$ cat src/rtl/mux_n_one_arbiter.sv
// Purpose: N-channel arbitrating multiplexer that moves one granted input word per cycle into a registered output stage.
// Latency: 1 cycle from acceptance (valid_in & ready_out) to the word appearing on data_out / valid_out.
// Backpressure: while valid_out & ~ready_in the output register holds and every ready_out bit is 0; a drain and a load can share a cycle.
//
// Ports:
//   clock, reset      rising-edge clock, synchronous active-high reset
//   valid_in/data_in  per-channel request and word (channel i at data_in[i*WIDTH +: WIDTH])
//   ready_out         one-hot (or zero) combinational accept, a function of valid_in, valid_out, ready_in and reset only
//   data_out          registered word of the last accepted channel
//   valid_out         data_out holds a word that has not yet been consumed
//   ready_in          downstream consumes data_out this cycle
//   select_out        index of the channel whose word is in data_out
//
// Parameters: WIDTH data bits, CHANNELS inputs (1..16), MODE 0 = fixed priority (lowest index), 1 = round robin.

module mux_n_one_arbiter #(
    parameter int WIDTH     = 32,
    parameter int CHANNELS  = 4,
    parameter int MODE      = 0,
    localparam int SEL_WIDTH = (CHANNELS > 1) ? $clog2(CHANNELS) : 1
) (
    input  logic                         clock,
    input  logic                         reset,
    input  logic [CHANNELS-1:0]          valid_in,
    input  logic [CHANNELS*WIDTH-1:0]    data_in,
    output logic [CHANNELS-1:0]          ready_out,
    output logic [WIDTH-1:0]             data_out,
    output logic                         valid_out,
    input  logic                         ready_in,
    output logic [SEL_WIDTH-1:0]         select_out
);

    // Output register and round-robin pointer.
    logic                 valid_q, valid_d;
    logic [WIDTH-1:0]     data_q,  data_d;
    logic [SEL_WIDTH-1:0] sel_q,   sel_d;
    logic [SEL_WIDTH-1:0] ptr_q,   ptr_d;

    logic                 load;
    logic                 xfer;
    logic                 grant_vld;
    logic [SEL_WIDTH-1:0] grant_idx;
    logic [SEL_WIDTH-1:0] search_start;
    logic [SEL_WIDTH-1:0] ptr_next;
    logic [WIDTH-1:0]     grant_word;

    // The register can take a new word when it is empty or is being drained
    // in this same cycle, which keeps throughput at one word per cycle.
    assign load = ~valid_q | ready_in;

    // Fixed priority is the round-robin search with the start pinned to 0.
    assign search_start = (MODE == 1) ? ptr_q : '0;

    // Two-pass search: first the channels at or above the start index, then
    // wrap around to the lowest requesting channel below it.
    always_comb begin
        grant_vld = 1'b0;
        grant_idx = '0;
        for (int i = 0; i < CHANNELS; i++) begin
            if (!grant_vld && valid_in[i] && (i >= int'(search_start))) begin
                grant_vld = 1'b1;
                grant_idx = SEL_WIDTH'(i);
            end
        end
        for (int i = 0; i < CHANNELS; i++) begin
            if (!grant_vld && valid_in[i]) begin
                grant_vld = 1'b1;
                grant_idx = SEL_WIDTH'(i);
            end
        end
    end

    // Accept strobe: only the granted channel, only when the register can
    // load, and never while reset is asserted (a held word is being dropped).
    always_comb begin
        ready_out = '0;
        if (!reset && load && grant_vld) begin
            for (int i = 0; i < CHANNELS; i++) begin
                ready_out[i] = (SEL_WIDTH'(i) == grant_idx);
            end
        end
    end

    assign xfer = |ready_out;

    // Word select is driven by the grant index only; data_in never reaches
    // the handshake path.
    always_comb begin
        grant_word = '0;
        for (int i = 0; i < CHANNELS; i++) begin
            if (SEL_WIDTH'(i) == grant_idx) begin
                grant_word = data_in[i*WIDTH +: WIDTH];
            end
        end
    end

    // Pointer moves to the channel after the one just served, wrapping at
    // CHANNELS-1 (CHANNELS need not be a power of two).
    always_comb begin
        if (int'(grant_idx) >= CHANNELS - 1) begin
            ptr_next = '0;
        end else begin
            ptr_next = grant_idx + SEL_WIDTH'(1);
        end
    end

    always_comb begin
        valid_d = valid_q;
        data_d  = data_q;
        sel_d   = sel_q;
        ptr_d   = ptr_q;
        if (xfer) begin
            valid_d = 1'b1;
            data_d  = grant_word;
            sel_d   = grant_idx;
            ptr_d   = ptr_next;
        end else if (ready_in) begin
            // Drain without refill: word and index stay for inspection.
            valid_d = 1'b0;
        end
    end

    always_ff @(posedge clock) begin
        if (reset) begin
            valid_q <= 1'b0;
            data_q  <= '0;
            sel_q   <= '0;
            ptr_q   <= '0;
        end else begin
            valid_q <= valid_d;
            data_q  <= data_d;
            sel_q   <= sel_d;
            ptr_q   <= ptr_d;
        end
    end

    assign valid_out  = valid_q;
    assign data_out   = data_q;
    assign select_out = sel_q;

endmodule
$ cat config.mk
export PLATFORM = sky130hd
export DESIGN_NAME = mux_n_one_arbiter
export DESIGN_NICKNAME = d
export VERILOG_FILES = /design/src/rtl/mux_n_one_arbiter.sv
export SDC_FILE = /design/constraint.sdc
export NUM_CORES = 1
export LEC_CHECK = 0
export ABC_AREA = 0
export CAP_MARGIN = 5
export CELL_PAD_IN_SITES_DETAIL_PLACEMENT = 0
export CELL_PAD_IN_SITES_GLOBAL_PLACEMENT = 1
export CORE_ASPECT_RATIO = 2
export CORE_MARGIN = 4
export CORE_UTILIZATION = 23
export CTS_CLUSTER_DIAMETER = 30
export CTS_CLUSTER_SIZE = 8
export DETAILED_ROUTE_END_ITERATION = 8
export PLACE_DENSITY_LB_ADDON = 0.1
export REMOVE_ABC_BUFFERS = 1
export SYNTH_ARGS = -nofsm -noshare
export SYNTH_HDL_FRONTEND = slang
export SYNTH_SLANG_ARGS = --single-unit
$ cat constraint.sdc
create_clock -name clock -period 2.6 [get_ports clock]
set_input_delay 0.65 -clock clock [delete_from_list [all_inputs] [get_ports clock]]
set_output_delay 0.65 -clock clock [all_outputs]
set_load 0.01 [all_outputs]
# After elaboration in Yosys (flattened, before gate mapping)
# Index checks and enable logic that the tools add are counted.
# W data, S select, Z words.
totals:
  out_inout_bits: 39
  reg_bits: 35
  word_cells: 50
op_classes:
  n_bitwise: 2
  reduce_logical: 20
  n_mux: 22
  eq_ne: 3
op_table:
  columns: ["op", "n"]
  rows:
  - ["$mux W32", 4]
  - ["$mux W2", 6]
  - ["$mux W1", 11]
  - ["$logic_and A1 B1 Y1", 9]
  - ["$logic_not A1 Y1", 8]
  - ["$eq A2 B2 Y1 const A", 2]
  - ["$mux W4", 1]
  - ["$reduce_or A4 Y1", 1]
  - ["$eq A1 B2 Y1 const A", 1]
  - ["$logic_not A2 Y1", 1]
  - ["$reduce_bool A2 Y1", 1]
  - ["$not A1 Y1", 1]
  - ["$or A1 B1 Y1", 1]

# Logic depth before layout (Yosys ltp)
# Gate-level depths: netlist of the first run.
logic_depth:
  word_depth: 27
  depth_mapped: 7

# Worst setup path before layout of the first run
# Ideal clock, no wire load.
synth_timing:
  kind: "input -> output"
  startpoint: "input reset"
  endpoint: "output ready_out[1]"
  slack_ps: 252
  stages: 5
  t_arrival_ps: 1698
  path_buffers: 3
  path_cell_list: "clkbuf_1 -> or3_1 -> buf_4 -> buf_4 -> nor2_1"
synth_between:
  elab_chain_cells: 4
synth_rtl:
  columns: ["item", "line", "source"]
  rows:
  - ["start, declared", "23", "input logic reset,"]
  - ["$logic_not A1 Y1", "77", "if (!reset && load && grant_vld) begin"]
  - ["$logic_and A1 B1 Y1 (2 in series)", "77", null]
  - ["$mux W4", "77", null]
  - ["end, declared", "26", "output logic [CHANNELS-1:0] ready_out,"]
# Every way passes these cells.

# Final worst setup path of the first run
layout_timing:
  startpoint: "input ready_in"
  endpoint: "output ready_out[3]"
layout_between:
  elab_chain_cells: 4
layout_rtl:
  columns: ["item", "line", "source"]
  rows:
  - ["start, declared", "29", "input logic ready_in,"]
  - ["$or A1 B1 Y1", "49", "assign load = ~valid_q | ready_in;"]
  - ["$logic_and A1 B1 Y1 (2 in series)", "77", null]
  - ["$mux W4", "77", null]
# Every way passes these cells.

==> impl_metrics.ini, run 1 <==
[floorplanning]
die_x_um = 80.6
rows = 52
ios = 174
fp.dieH_um = 153
core_um2 = 10200
start_util = 0.238
die-area_um2 = 12400

[global_routing]
grt_remaining_overflow = 0
grt_pass1_vias = 3463
grtUsageTotal = 0.200
antenna_found_initial = 1
grt_max_degree = 36
grt_pass1_wl_um = 18800

[sta]
finalSetupViolCount = 0
rsz0062_at_grt = false
whs_ps = 463
fin_crit_ps = 2520
post-route-period-util = 0.971
hold_violations = 0
skew_ps = 3.09
worst_pin_slew_ps = 476
slew_headroom = 0.683
slew_violations = 0
fmax_mhz = 396

[logic_synthesis]
postSynthAreaPerCell_um2 = 7.56
synth_edf_count = 0
synth-async-reset-ratio = 0
synth_most_common_cell = dfxtp_1
synth_seq_cells = 35
seq_area_frac_synth = 0.289
yosys_warnings = 0
synth_area_leaders = dfxtp_1 29%, a22o_1 11%, o221ai_1 10%, a31oi_1 8.3%, nand2b_1 8.0%
netlist_area_um2 = 2430
synth.distinct_cells = 29
synth.top_cells.by_count = 35 x dfxtp_1, 33 x nand3_1, 32 x a31oi_1, 32 x nand2_1
synthCells = 321
synth-main-ff-cell = dfxtp_1
synth_top_area_frac = 0.289
yosys.area.top_type = dfxtp_1

[hold_path]
whs_path_depth = 2
holdCritStartpoint = data_out[2]$_SDFFE_PP0P_
hold_path_class = reg -> reg

[power]
intPower_w = 0.00129
switching_power_w = 0.000515
swShare = 0.285
pwr-share-clk = 0.333
comb_power_share = 0.337
p_leak_nw = 1.58
p_per_area_nw_per_um2 = 400
ir_drop_uv = 230
power_frac_seq = 0.330

[routing]
drc = 0
drtIter0Drc = 119
ant_nets = 0
vias = 3275
drt-total-wl_um = 12400
wl_per_cell_um = 19.7
viasPerCell = 5.21
drt-pass1-iter-count = 4

[cts]
clockRootBuffer = clkbuf_16
clkLatencyLatePin_ps = 280
clock_sink_count = 35
numCtsBuffers = 5
cts_setup_buffers = 0
h-tree-depth = 2
cts_tree = yes
clkTransAtPathRegs_ps = 60
clock_path_buffers = 2

[setup_path]
cpMaxStageDelayCell = clkdlybuf4s50_1
crit_type = in -> out
rr_startpoint = valid_out$_SDFFE_PP0P_
startpoint = ready_in
cp_max_fo = 4
cp.arrival_ps = 1870
crit_path_cell_trace = clkdlybuf4s50_1 > nor2b_1 > or3_4 > nor2_1 > clkdlybuf4s15_1
crit_cells = 5
crit_buf_inv = 2
crit_family = buffers and inverters
startpoint_type = primary input
end_kind = primary output
cp_slowest_stage_delay_ps = 450
crit_required_ps = 1950
reg2reg_depth = 6

[place]
dp_hpwl_um = 9070
portBuffers = 173
placed_area_um2 = 4380
gp_congestion = 0.773

[layout]
area_delta_synth_final_pct = 86.4
fin_area_um2 = 4520
nNetsFinal = 627
drive_above_1_share = 0.0953

[job]
maxCapViolCount = 0

[status]
status = finished, final reports clean
-- area by class of cell --
| class | instances | area (um2) |
|---|---|---|
| multi-input cells | 244 | 1550 |
| fillers | 1071 | 5690 |
| well taps | 135 | 169 |
| flip-flops and latches | 35 | 701 |
| diodes | 1 | 2.50 |
| clock buffers | 7 | 133 |
| repair buffers | 204 | 1960 |
| inverters | 2 | 7.51 |
| clock inverters | 1 | 5.00 |
-- path summary, 6_finish.rpt --
path | to | slack [ps]
worst max-delay path | ready_out[3] | 80
worst min register to register | data_out[2]$_SDFFE_PP0P_ | 460
worst min-delay path | data_out[2]$_SDFFE_PP0P_ | 460
worst max register to register | data_out[0]$_SDFFE_PP0P_ | 1140
-- worst min-delay path, cell delays in order, from the launching register on --
cell and delay (ps):
dfxtp_1 310, nand2_1 50, a31oi_1 60
-- cells in the final DEF (no fill, tap or decap) --
master and count:
clkinv_2 1, or3_4 1, inv_1 2, nor2_1 4
clkbuf_1 2, a22oi_1 1, nand3_1 33, diode_2 1
buf_4 30, a211oi_1 1, dlygate4sd2_1 4, clkdlybuf4s15_2 1
nor3_1 1, nor4_2 1, nand2_1 32, nor3_4 2
buf_2 3, a31oi_1 32, and2_1 1, and3_1 2
dfxtp_1 35, clkdlybuf4s15_1 1, o21ai_1 3, nor3b_1 1
clkdlybuf4s50_1 164, o21a_1 2, nor2b_1 1, buf_12 1
a21oi_1 31, or3b_1 1, o221ai_1 29, nand2b_1 31
nor2b_2 1, o21ai_0 1, nor3_2 1, a22o_1 31
clkbuf_16 5
-- power groups by stage --
| stage | clock, W | combinational, W | sequential, W |
|---|---|---|---|
| after global placement | 0 | 0.000611 | 0.000607 |
| after global routing | 0.000634 | 0.000657 | 0.000602 |
| after detailed placement | 0 | 0.000614 | 0.000608 |
| final | 0.000602 | 0.000610 | 0.000596 |
| after floorplan | 0 | 0.000172 | 0.000625 |
| after CTS | 0.000624 | 0.000616 | 0.000597 |
-- stage by stage --
stage	TNS, ps	setup WS (ps)	util	instances	total power [W]
global placement	-1250	-386	0.429	620	0.00122
detailed placement	-1230	-387	0.429	620	0.00122
floorplan	0	106	-	281	0.000796
finish	0	76.0	0.443	629	0.00181
CTS	0	60.5	0.442	628	0.00184
global route	0	12.0	0.443	629	0.00189
-- kinds of logic after synthesis --
family | Yosys count | synth area share
and+or+nand+nor | 113 | 0.245
buffers and inverters | 42 | 0.0820
AOI/OAI and AO/OA | 131 | 0.384
DFF | 35 | 0.289
-- state kept, by name (all words and copies together), names as in the netlist --
signal      cells
select_out      2
data_out       32
valid_out       1
-- routing by layer --
| layer | track usage | wire, um | vias up |
|---|---|---|---|
| li1 | - | - | 1572 |
| met2 | 0.367 | 6790 | 143 |
| met1 | 0.214 | 4350 | 1538 |
| met4 | 0.0902 | 448 | 0 |
| met5 | 0 | 0 | - |
| met3 | 0.0365 | 827 | 22 |
-- repair_timing --
action                                  in CTS  in global routing
resized for setup                            9                  1
cloned                                       0                  0
hold buffers                                 0                  0
endpoints found under the setup margin       4                  1
No activity file was read; power rests on OpenSTA's default activity.
==> run 2, diff against run 1 <==
--- a/config.mk
+++ b/config.mk
@@ -17,6 +17,7 @@
 export DETAILED_ROUTE_END_ITERATION = 8
 export PLACE_DENSITY_LB_ADDON = 0.1
 export REMOVE_ABC_BUFFERS = 1
+export SKIP_LAST_GASP = 1
 export SYNTH_ARGS = -nofsm -noshare
 export SYNTH_HDL_FRONTEND = slang
 export SYNTH_SLANG_ARGS = --single-unit
==> results of run 2 <==
No change in the layout: final DEF, timing and power equal those of run 1.
==> run 3, diff against run 2 <==
--- a/config.mk
+++ b/config.mk
@@ -16,7 +16,6 @@
 export CTS_CLUSTER_SIZE = 8
 export DETAILED_ROUTE_END_ITERATION = 8
 export PLACE_DENSITY_LB_ADDON = 0.1
-export REMOVE_ABC_BUFFERS = 1
 export SKIP_LAST_GASP = 1
 export SYNTH_ARGS = -nofsm -noshare
 export SYNTH_HDL_FRONTEND = slang
==> run 3 against run 2 <==
  * Sequential cell count is the same
  * First-iteration DRC count shrank 33%
  * Clock power grew 0.8%
  * Design area shrank 0.14%
  * Largest power group unchanged
==> impl_metrics.ini, run 3 (synthesis results as in run 1) <==
[status]
status = finished, final reports clean

[layout]
utilization = 0.442
final_common_cell = clkdlybuf4s50_1
drive_above_1_share = 0.0982
seq_area_um2 = 701
fillers = 1091
area_delta_synth_final_pct = 86.1
largest_register_ffs = 32
final_cell_mix = 164 x clkdlybuf4s50_1, 35 x dfxtp_1, 33 x nand3_1
multi_input_area_um2 = 1550
nNetsFinal = 624

[setup_path]
reg2reg_depth = 6
end_kind = primary output
cp_max_fo = 3
setup.worst_path.end = ready_out[0]
crit_type = in -> out
crit_required_ps = 1950
r2r_setup_slack_ps = 660
rr_endpoint = data_out[19]$_SDFFE_PP0P_
startpoint = ready_in
rr_startpoint = valid_out$_SDFFE_PP0P_
cp.arrival_ps = 1890
startpoint_type = primary input

[power]
pwr-share-clk = 0.336
comb_power_share = 0.335
intPower_w = 0.00131
ir_drop_uv = 253
power_frac_seq = 0.329
p_per_area_nw_per_um2 = 401
p_leak_nw = 1.57
switching_power_w = 0.000498
swShare = 0.275

[cts]
h-tree-depth = 2
clkTransAtPathRegs_ps = 60
hold_buffers = 0
clock_sink_count = 35
numCtsBuffers = 5
clock_path_buffers = 2
clockRootBuffer = clkbuf_16
clkLatencyLatePin_ps = 280
cts_tree = yes

[routing]
drc = 0
drtIter0Drc = 80
vias = 3221
drt-total-wl_um = 11900
wl_per_cell_um = 19.0
viasPerCell = 5.15
drt-pass1-iter-count = 4
ant_nets = 0

[place]
portBuffers = 173
gp_congestion = 0.803
dp_hpwl_um = 9130

[job]
maxCapViolCount = 0

[floorplanning]
ios = 174
die_x_um = 80.6
die-area_um2 = 12400
start_util = 0.238
fp.dieH_um = 153
rows = 52
core_um2 = 10200

[global_routing]
grtUsageTotal = 0.186
grt_pass1_vias = 3354
grt_max_degree = 33
antenna_found_initial = 1
grt_remaining_overflow = 0
grt_pass1_wl_um = 17600

[sta]
post-route-period-util = 0.977
whs_ps = 464
slew_violations = 0
skew_ps = 3.21
hold_violations = 0
worst_pin_slew_ps = 884
finalSetupViolCount = 0
rsz0062_at_grt = true
fin_crit_ps = 2540
slew_headroom = 0.409
fmax_mhz = 394

[logic_synthesis]
syn_nets = 456

[hold_path]
hold_path_class = reg -> reg
[run 3: cell count changes in the layout (fill, tap and decap cells not counted), sizes merged]
cell           before  now
buf                34   31
clkbuf              7    8
clkdlybuf4s15       2    1
dlygate4sd2         4    3
[run 3: area by class of cell]
| type | instances | area share |
|---|---|---|
| antenna | 1 | 0.000554 |
| clock buffer | 6 | 0.0308 |
| clock inverter | 1 | 0.00111 |
| inverter | 2 | 0.00166 |
| multi-input combinational | 244 | 0.343 |
| sequential | 35 | 0.155 |
| tap | 135 | 0.0374 |
| timing repair buffer | 201 | 0.430 |
[run 3: layer usage]
metal	wire (um)	global-route usage	vias to the layer above
li1	-	-	1559
met1	3920	0.172	1514
met2	6780	0.373	135
met3	914	0.0448	13
met4	263	0.0661	0
met5	0	0	-
[run 3: power by group through the flow]
stage	Sequential [W]	Combinational [W]	Clock [W]
6_report	0.000595	0.000607	0.000607
5_1_grt	0.000600	0.000652	0.000640
4_1_cts	0.000595	0.000612	0.000634
3_5_place_dp	0.000607	0.000611	0
3_3_place_gp	0.000606	0.000608	0
2_1_floorplan	0.000625	0.000215	0
[run 3: worst min path at each step]
stage | slack (ps) | from | depth (start not counted) | endpoint
finish | 460 | data_out[23]$_SDFFE_PP0P_ | 2 | data_out[23]$_SDFFE_PP0P_
global route | 490 | data_out[17]$_SDFFE_PP0P_ | 2 | data_out[17]$_SDFFE_PP0P_
CTS | 460 | data_out[23]$_SDFFE_PP0P_ | 2 | data_out[23]$_SDFFE_PP0P_
detailed placement | 450 | data_out[23]$_SDFFE_PP0P_ | 2 | data_out[23]$_SDFFE_PP0P_
global placement | 450 | data_out[23]$_SDFFE_PP0P_ | 2 | data_out[23]$_SDFFE_PP0P_
floorplan | 480 | data_out[23]$_SDFFE_PP0P_ | 2 | data_out[23]$_SDFFE_PP0P_
[run 3: timing repair]
action,CTS,global route
setup buffers,0,0
setup endpoints to repair,4,3
resized for setup,9,6
[run 3: through the flow]
step           std cells  power (W)  setup TNS [ps]  setup slack, ps  instance area (um2)
3_3_place_gp         617    0.00121           -4690             -422                 4370
3_5_place_dp         617    0.00122           -6440             -424                 4370
2_1_floorplan        321   0.000839               0              252                 2430
5_1_grt              625    0.00189           -4.12            -4.12                 4520
4_1_cts              624    0.00184               0             28.7                 4510
6_report             625    0.00181               0             60.3                 4520
[run 3: worst max-delay path, cell delays in order]
cell             delay, ps
clkdlybuf4s50_1        420
nor2b_2                160
buf_6                  140
inv_1                   50
and3_1                 170
dlygate4sd2_1          300
